--- src/rtl/ex_lsu_if.sv ---
// Data-SRAM request/grant bus between the EX-stage LSU and the memory system.
interface ex_lsu_if #(
    parameter int ADDR_W = 64
);
    logic              data_sram_en;
    logic [7:0]        data_sram_we;
    logic [ADDR_W-1:0] data_sram_addr;
    logic [63:0]       data_sram_wdata;
    logic              data_sram_gnt;

    modport master (
        output data_sram_en,
        output data_sram_we,
        output data_sram_addr,
        output data_sram_wdata,
        input  data_sram_gnt
    );

    modport slave (
        input  data_sram_en,
        input  data_sram_we,
        input  data_sram_addr,
        input  data_sram_wdata,
        output data_sram_gnt
    );
endinterface

--- src/rtl/ex_lsu.sv ---
// EX-stage load/store request unit: builds an aligned 64-bit data-SRAM
// request, flags misaligned accesses and stalls EX until the bus grants.
module ex_lsu #(
    parameter int ADDR_W = 64
) (
    input  logic              clk,
    input  logic              rst_n,
    input  logic              flush,
    input  logic              ex_stall,
    input  logic              req_valid,
    input  logic [6:0]        lsu_op,
    input  logic [ADDR_W-1:0] addr,
    input  logic [63:0]       store_data,
    ex_lsu_if.master          sram,
    output logic [7:0]        data_ram_sel,
    output logic              stallreq_lsu,
    output logic              exc_valid,
    output logic [3:0]        exc_code
);
    typedef enum logic [1:0] {S_IDLE, S_WAIT, S_DONE} state_e;

    state_e state_q, state_d;

    logic              ram_en, ram_we, sz_b, sz_h, sz_w, sz_d;
    logic [2:0]        a;
    logic              mem_op, misalign;
    logic [7:0]        sel_now;
    logic [ADDR_W-1:0] addr_now;
    logic [63:0]       wdata_now;
    logic              capture;

    logic [7:0]        sel_q, we_q;
    logic [ADDR_W-1:0] addr_q;
    logic [63:0]       wdata_q;

    // Signedness bit only matters for load extension in MEM.
    logic              unused_sign;
    assign unused_sign = lsu_op[0];

    assign ram_en = lsu_op[6];
    assign ram_we = lsu_op[5];
    assign sz_b   = lsu_op[4];
    assign sz_h   = lsu_op[3];
    assign sz_w   = lsu_op[2];
    assign sz_d   = lsu_op[1];
    assign a      = addr[2:0];

    assign mem_op    = req_valid & ram_en & ~flush;
    assign misalign  = (sz_h & a[0]) | (sz_w & (a[1:0] != 2'b00)) | (sz_d & (a != 3'b000));
    assign addr_now  = {addr[ADDR_W-1:3], 3'b000};
    assign wdata_now = store_data << {a, 3'b000};

    // Byte-lane mask for the current access size and offset.
    always_comb begin
        sel_now = '0;
        if (sz_d)      sel_now = 8'hFF;
        else if (sz_w) sel_now = 8'h0F << a;
        else if (sz_h) sel_now = 8'h03 << a;
        else if (sz_b) sel_now = 8'h01 << a;
    end

    // Next-state and bus outputs; WAIT replays the captured request.
    always_comb begin
        state_d              = state_q;
        sram.data_sram_en    = 1'b0;
        sram.data_sram_we    = '0;
        sram.data_sram_addr  = '0;
        sram.data_sram_wdata = '0;
        data_ram_sel         = '0;
        stallreq_lsu         = 1'b0;
        exc_valid            = 1'b0;
        exc_code             = '0;
        capture              = 1'b0;
        if (!rst_n || flush) begin
            state_d = S_IDLE;
        end else begin
            unique case (state_q)
                S_IDLE: begin
                    if (mem_op) begin
                        data_ram_sel         = sel_now;
                        sram.data_sram_we    = ram_we ? sel_now : 8'h00;
                        sram.data_sram_addr  = addr_now;
                        sram.data_sram_wdata = wdata_now;
                        if (misalign) begin
                            exc_valid = 1'b1;
                            exc_code  = ram_we ? 4'd6 : 4'd4;
                        end else begin
                            sram.data_sram_en = 1'b1;
                            if (!sram.data_sram_gnt) begin
                                stallreq_lsu = 1'b1;
                                capture      = 1'b1;
                                state_d      = S_WAIT;
                            end else if (ex_stall) begin
                                state_d = S_DONE;
                            end
                        end
                    end
                end
                S_WAIT: begin
                    sram.data_sram_en    = 1'b1;
                    data_ram_sel         = sel_q;
                    sram.data_sram_we    = we_q;
                    sram.data_sram_addr  = addr_q;
                    sram.data_sram_wdata = wdata_q;
                    if (sram.data_sram_gnt) state_d = ex_stall ? S_DONE : S_IDLE;
                    else                    stallreq_lsu = 1'b1;
                end
                S_DONE: begin
                    if (mem_op) begin
                        data_ram_sel         = sel_now;
                        sram.data_sram_we    = ram_we ? sel_now : 8'h00;
                        sram.data_sram_addr  = addr_now;
                        sram.data_sram_wdata = wdata_now;
                    end
                    if (!ex_stall) state_d = S_IDLE;
                end
                default: state_d = S_IDLE;
            endcase
        end
    end

    // State register.
    always_ff @(posedge clk) begin
        if (!rst_n) state_q <= S_IDLE;
        else        state_q <= state_d;
    end

    // Hold the ungranted request so it stays stable while waiting.
    always_ff @(posedge clk) begin
        if (!rst_n) begin
            sel_q   <= '0;
            we_q    <= '0;
            addr_q  <= '0;
            wdata_q <= '0;
        end else if (capture) begin
            sel_q   <= sel_now;
            we_q    <= ram_we ? sel_now : 8'h00;
            addr_q  <= addr_now;
            wdata_q <= wdata_now;
        end
    end
endmodule

--- src/flat_wrapper.sv ---
// flat-port wrapper written by rule: the top's interface ports become plain ports
module ex_lsu_flat 
#(
    parameter int ADDR_W = 64
)
  (clk, rst_n, flush, ex_stall, req_valid, lsu_op, addr, store_data, data_ram_sel, stallreq_lsu, exc_valid, exc_code, sram_data_sram_en, sram_data_sram_we, sram_data_sram_addr, sram_data_sram_wdata, sram_data_sram_gnt);
  ex_lsu_if #(.ADDR_W(ADDR_W)) sram_i ();
  input  logic clk;
  input  logic rst_n;
  input  logic flush;
  input  logic ex_stall;
  input  logic req_valid;
  input  logic [6:0] lsu_op;
  input  logic [ADDR_W-1:0] addr;
  input  logic [63:0] store_data;
  output logic [7:0] data_ram_sel;
  output logic stallreq_lsu;
  output logic exc_valid;
  output logic [3:0] exc_code;
  output wire logic [$bits(sram_i.data_sram_en)-1:0] sram_data_sram_en;
  output wire logic [$bits(sram_i.data_sram_we)-1:0] sram_data_sram_we;
  output wire logic [$bits(sram_i.data_sram_addr)-1:0] sram_data_sram_addr;
  output wire logic [$bits(sram_i.data_sram_wdata)-1:0] sram_data_sram_wdata;
  input wire logic [$bits(sram_i.data_sram_gnt)-1:0] sram_data_sram_gnt;
  assign sram_data_sram_en = sram_i.data_sram_en;
  assign sram_data_sram_we = sram_i.data_sram_we;
  assign sram_data_sram_addr = sram_i.data_sram_addr;
  assign sram_data_sram_wdata = sram_i.data_sram_wdata;
  assign sram_i.data_sram_gnt = sram_data_sram_gnt;
  ex_lsu #(.ADDR_W(ADDR_W)) u_core (.clk(clk), .rst_n(rst_n), .flush(flush), .ex_stall(ex_stall), .req_valid(req_valid), .lsu_op(lsu_op), .addr(addr), .store_data(store_data), .sram(sram_i), .data_ram_sel(data_ram_sel), .stallreq_lsu(stallreq_lsu), .exc_valid(exc_valid), .exc_code(exc_code));
endmodule
--- config.mk ---
export PLATFORM = sky130hd
export DESIGN_NAME = ex_lsu_flat
export DESIGN_NICKNAME = d
export VERILOG_FILES = /design/src/rtl/ex_lsu_if.sv /design/src/rtl/ex_lsu.sv /design/src/flat_wrapper.sv
export SDC_FILE = /design/constraint.sdc
export NUM_CORES = 1
export LEC_CHECK = 0
export CORE_UTILIZATION = 45
export DETAILED_ROUTE_END_ITERATION = 8
export MAX_ROUTING_LAYER = met4
export PLACE_DENSITY_LB_ADDON = 0.15
export SLEW_MARGIN = 20
export SYNTH_ARGS = -nofsm -noshare
export SYNTH_HDL_FRONTEND = slang
export SYNTH_SLANG_ARGS = --single-unit
--- constraint.sdc ---
create_clock -name clk -period 8.85 [get_ports clk]
set_input_delay 1.77 -clock clk [delete_from_list [all_inputs] [get_ports clk]]
set_output_delay 1.77 -clock clk [all_outputs]
set_load 0.1 [all_outputs]
==> impl_results.html <==
<table>
<tr><th>Metric</th><th>Value</th></tr>
<tr><th colspan="2">Timing</th></tr>
<tr><td>Hold Violations, Final</td><td>0</td></tr>
<tr><td>Worst-case clock skew</td><td>7.445 ps</td></tr>
<tr><td>RSZ-0062 raised after global routing</td><td>false</td></tr>
<tr><td>Max-slew violation count</td><td>0</td></tr>
<tr><td>Headroom to the max-slew limit</td><td>between 20% and 30%</td></tr>
<tr><td>Worst-case hold slack</td><td>456.5 ps</td></tr>
<tr><td>Worst-margin pin slew</td><td>approximately 1200 ps</td></tr>
<tr><td>Final Cycle Share</td><td>84.53%</td></tr>
<tr><td>Setup Total Neg Slack</td><td>0 ps</td></tr>
<tr><td>Final setup violation count</td><td>0</td></tr>
<tr><td>F_max</td><td>between 100 and 150 MHz</td></tr>
<tr><td>Final min period</td><td>7481 ps</td></tr>
<tr><th colspan="2">Global route</th></tr>
<tr><td>Global-route usage over all layers</td><td>31.41%</td></tr>
<tr><td>Gr ovfl total</td><td>0</td></tr>
<tr><td>Via count of the first global-routing pass</td><td>a little under 9000</td></tr>
<tr><td>Maximum number of pins on one net before global-route repair</td><td>81</td></tr>
<tr><td>Global-route wire length before repair</td><td>48.69 mm</td></tr>
<tr><td>Initial antenna violation count</td><td>0</td></tr>
<tr><th colspan="2">Final layout</th></tr>
<tr><td>Share of post-route cells with drive strength above 1</td><td>roughly 7.4%</td></tr>
<tr><td>Most common cell after layout, fill and taps aside</td><td>sky130_fd_sc_hd__clkdlybuf4s50_1</td></tr>
<tr><td>Filler instances</td><td>1755</td></tr>
<tr><td>Layout net count</td><td>1536</td></tr>
<tr><td>Commonest non-fill, non-tap cells in the layout</td><td>sky130_fd_sc_hd__clkdlybuf4s50_1, sky130_fd_sc_hd__nand2_1, sky130_fd_sc_hd__dfxtp_1</td></tr>
<tr><td>Count of non-filler cells in the finished layout</td><td>between 1500 and 2000</td></tr>
<tr><td>Layout overhead on the synthesized area</td><td>37.55%</td></tr>
<tr><td>Util after Layout</td><td>a little over three fifths</td></tr>
<tr><th colspan="2">Pwr</th></tr>
<tr><td>IR Drop Worst-Case VDD</td><td>0.1324 mV</td></tr>
<tr><td>Reported leakage power</td><td>4.243 nW</td></tr>
<tr><td>Power density over cell area</td><td>around 140 nW/µm²</td></tr>
<tr><td>Total Power</td><td>1.757 mW</td></tr>
<tr><th colspan="2">CTS</th></tr>
<tr><td>Post CTS Setup Buffer Count</td><td>0</td></tr>
<tr><td>Clock root cell</td><td>sky130_fd_sc_hd__clkbuf_16</td></tr>
<tr><td>CTS Buf Count</td><td>17</td></tr>
<tr><td>Count of hold buffers inserted by post-cts repair</td><td>0</td></tr>
<tr><td>Number of clock sinks</td><td>between 100 and 150</td></tr>
<tr><td>Clock-pin slew on the worst setup and hold paths</td><td>~60 ps</td></tr>
<tr><td>CTS tree</td><td>yes</td></tr>
<tr><td>Number of instances resized during post-cts repair</td><td>0</td></tr>
<tr><td>Source-to-sink clock delay at the later pin of the worst-skew pair</td><td>430 ps</td></tr>
<tr><td>Maximum number of buffers from clock root to sink</td><td>2</td></tr>
<tr><td>H-tree depth</td><td>4</td></tr>
<tr><th colspan="2">Drt</th></tr>
<tr><td>Iter 0 DRT Violations</td><td>~960</td></tr>
<tr><td>WL/cell</td><td>a little under 20 µm</td></tr>
<tr><td>Number of DRC violations after detailed routing</td><td>0</td></tr>
<tr><td>Via-to-Cell Ratio</td><td>5.954</td></tr>
<tr><td>Total number of vias</td><td>around 10000</td></tr>
<tr><td>Count of antenna-violating nets left after detailed routing</td><td>0</td></tr>
<tr><td>Total wirelength of the detailed-routed design</td><td>32.47 mm</td></tr>
<tr><td>First-pass DRT Iterations</td><td>5</td></tr>
<tr><th colspan="2">Setup path</th></tr>
<tr><td>Reg2Reg Capture Point</td><td>u_core.wdata_q[21]</td></tr>
<tr><td>Max stage delay on crit path</td><td>around 1200 ps</td></tr>
<tr><td>Worst endpoint required time</td><td>between 7000 and 8000 ps</td></tr>
<tr><td>Family with the most delay on the worst path</td><td>buffers and inverters</td></tr>
<tr><td>Slowest library cell on the worst path</td><td>sky130_fd_sc_hd__clkdlybuf4s50_1</td></tr>
<tr><td>R2R setup slack</td><td>a little under 6000 ps</td></tr>
<tr><td>Worst Setup Start Kind</td><td>input port</td></tr>
<tr><td>Ordered cell list for the critical path</td><td>clkdlybuf4s50_1 &gt; inv_2 &gt; mux4_2 &gt; o21ai_0 &gt; clkdlybuf4s50_1</td></tr>
<tr><td>Number of buffer and inverter stages on the critical path</td><td>3</td></tr>
<tr><td>Reg2reg path depth</td><td>5</td></tr>
<tr><td>Peak fanout along the critical path</td><td>30</td></tr>
<tr><td>Reg-to-reg startpoint</td><td>u_core.state_q[0]</td></tr>
<tr><td>Arrival time at the worst endpoint</td><td>approximately 5700 ps</td></tr>
<tr><td>Nature of the critical path endpoint</td><td>primary output</td></tr>
<tr><td>Critical Setup Path Class</td><td>in -&gt; out</td></tr>
<tr><td>Cell with the most instances on the worst path</td><td>sky130_fd_sc_hd__clkdlybuf4s50_1</td></tr>
<tr><th colspan="2">Die</th></tr>
<tr><td>Core Rows</td><td>between 50 and 60</td></tr>
<tr><td>Core area</td><td>slightly below 20000 µm²</td></tr>
<tr><td>Initial Utilization</td><td>46.04%</td></tr>
<tr><td>Area of the die</td><td>20480 µm²</td></tr>
<tr><td>Overall die height</td><td>143.1 µm</td></tr>
<tr><td>Boundary Pins</td><td>~290</td></tr>
<tr><td>Die width</td><td>143.1 µm</td></tr>
<tr><th colspan="2">Min path</th></tr>
<tr><td>Type of the worst min-delay path</td><td>reg -&gt; reg</td></tr>
<tr><td>Count of cells along the worst hold path</td><td>2</td></tr>
<tr><td>Min-Delay Endpoint</td><td>u_core.addr_q[25]</td></tr>
<tr><td>Worst Hold Launch</td><td>u_core.addr_q[25]</td></tr>
<tr><th colspan="2">Yosys</th></tr>
<tr><td>Count of flip-flops with a built-in enable after synthesis</td><td>0</td></tr>
<tr><td>Post-synthesis cell type count</td><td>55</td></tr>
<tr><td>Cells after synthesis</td><td>approximately 1200</td></tr>
<tr><td>Mean area per synthesized cell</td><td>around 7.5 µm²</td></tr>
<tr><td>Synth warnings</td><td>0</td></tr>
<tr><td>Synthesized cell area</td><td>approximately 9000 µm²</td></tr>
<tr><td>Prevailing post-synth register cell</td><td>sky130_fd_sc_hd__dfxtp_1</td></tr>
<tr><td>Proportion of synthesized chip area in sequential cells</td><td>31.95%</td></tr>
<tr><td>Number of synthesized register bits</td><td>143</td></tr>
<tr><td>Share of synthesized flip-flops with an asynchronous set or reset</td><td>0%</td></tr>
<tr><th colspan="2">Place</th></tr>
<tr><td>Quantity of I/O buffers inserted on ports</td><td>about 290</td></tr>
<tr><td>Number of placed cells counting well taps</td><td>around 1600</td></tr>
<tr><td>HPWL reported at the end of detailed placement</td><td>roughly 21 mm</td></tr>
<tr><td>GPL Wtd Cong</td><td>between 0.9 and 1</td></tr>
<tr><th colspan="2">Run</th></tr>
<tr><td>MaxCap Viol Count</td><td>0</td></tr>
<tr><th colspan="2">Run status</th></tr>
<tr><td>Status</td><td>finished, final reports clean</td></tr>
</table>
-- cell families after synthesis --
group                    Yosys count  synth area share, %
buffers and inverters            138                6.773
AND/OR/NAND/NOR                  439                21.76
other                              1              0.04185
multiplexers                     104                13.08
flip-flops                       143                31.95
adder cells (fa/ha/maj)           10                1.396
AO/OA/AOI/OAI                    357                25.00
-- sequential cells by signal (all words and copies together) (netlist names) --
| register | flops |
|---|---|
| u_core.we_q | 8 |
| u_core.addr_q | 61 |
| u_core.sel_q | 8 |
| u_core.wdata_q | 64 |
| u_core.state_q | 2 |
-- cells in the mapped netlist, types with 9 or more instances --
cell,count,share of area (%)
sky130_fd_sc_hd__a211oi_1,20,1.7
sky130_fd_sc_hd__o22ai_1,15,1.0
sky130_fd_sc_hd__a21oi_1,51,2.8
sky130_fd_sc_hd__mux2i_1,80,8.9
sky130_fd_sc_hd__ha_1,10,1.4
sky130_fd_sc_hd__a22oi_1,112,9.4
sky130_fd_sc_hd__buf_1,9,0.38
sky130_fd_sc_hd__o21ai_0,131,7.3
sky130_fd_sc_hd__dfxtp_1,143,32
sky130_fd_sc_hd__mux4_2,9,2.3
sky130_fd_sc_hd__buf_2,35,2.0
sky130_fd_sc_hd__clkbuf_1,78,3.3
sky130_fd_sc_hd__nand2_1,170,7.1
sky130_fd_sc_hd__nand3_1,75,4.2
sky130_fd_sc_hd__nand4_1,26,1.8
sky130_fd_sc_hd__mux2_2,15,1.9
sky130_fd_sc_hd__nand2b_1,11,0.77
sky130_fd_sc_hd__nor2_1,125,5.2
-- layer usage --
layer / up-vias / GRT usage, % / routed length [µm]
li1: 4677 / - / -
met1: 4744 / 43.03 / 14340
met2: 432 / 47.06 / 15110
met3: 49 / 3.957 / 2158
met4: 0 / 11.49 / 856
met5: - / - / 0
-- layout make-up --
class                      instances  area, µm²  area share (%)
antenna                            1      2.502         0.02030
clock buffer                      18      429.2           3.482
clock inverter                    13      187.7           1.523
multi-input combinational        915       5560           45.12
sequential                       143       2863           23.23
timing repair buffer             302       2928           23.76
tap                              265      331.6           2.690
inverter                           6      22.52          0.1827
-- worst register-to-register path: stages, from the launching register on --
cell and delay (ps):
sky130_fd_sc_hd__dfxtp_1 390, sky130_fd_sc_hd__nand3b_1 250, sky130_fd_sc_hd__or4_1 680, sky130_fd_sc_hd__nor2_4 770, sky130_fd_sc_hd__buf_4 500, sky130_fd_sc_hd__o21ai_0 200
-- per-stage QoR --
step | worst slack (ps) | area, µm²
2_1_floorplan | 293.7 | 8975
3_3_place_gp | 1481 | 11710
3_5_place_dp | 1447 | 11710
4_1_cts | 1456 | 12320
5_1_grt | 1285 | 12320
6_report | 1369 | 12320
-- power by group --
group | switching (mW) | internal [mW]
Combinational | 0.211 | 0.123
Clock | 0.301 | 0.472
Sequential | 0.00237 | 0.648
-- worst max-delay path by stage --
stage,from,endpoint,slack [ps],cells past startpoint
after floorplan,addr[1],exc_code[2],290,10
after global placement,addr[1],sram_data_sram_wdata[55],1480,5
after detailed placement,addr[1],sram_data_sram_wdata[55],1450,5
after CTS,addr[1],sram_data_sram_wdata[55],1460,5
after global routing,addr[1],sram_data_sram_wdata[55],1280,5
final,addr[1],sram_data_sram_wdata[55],1370,5
Power figures use the tool's default switching activity.
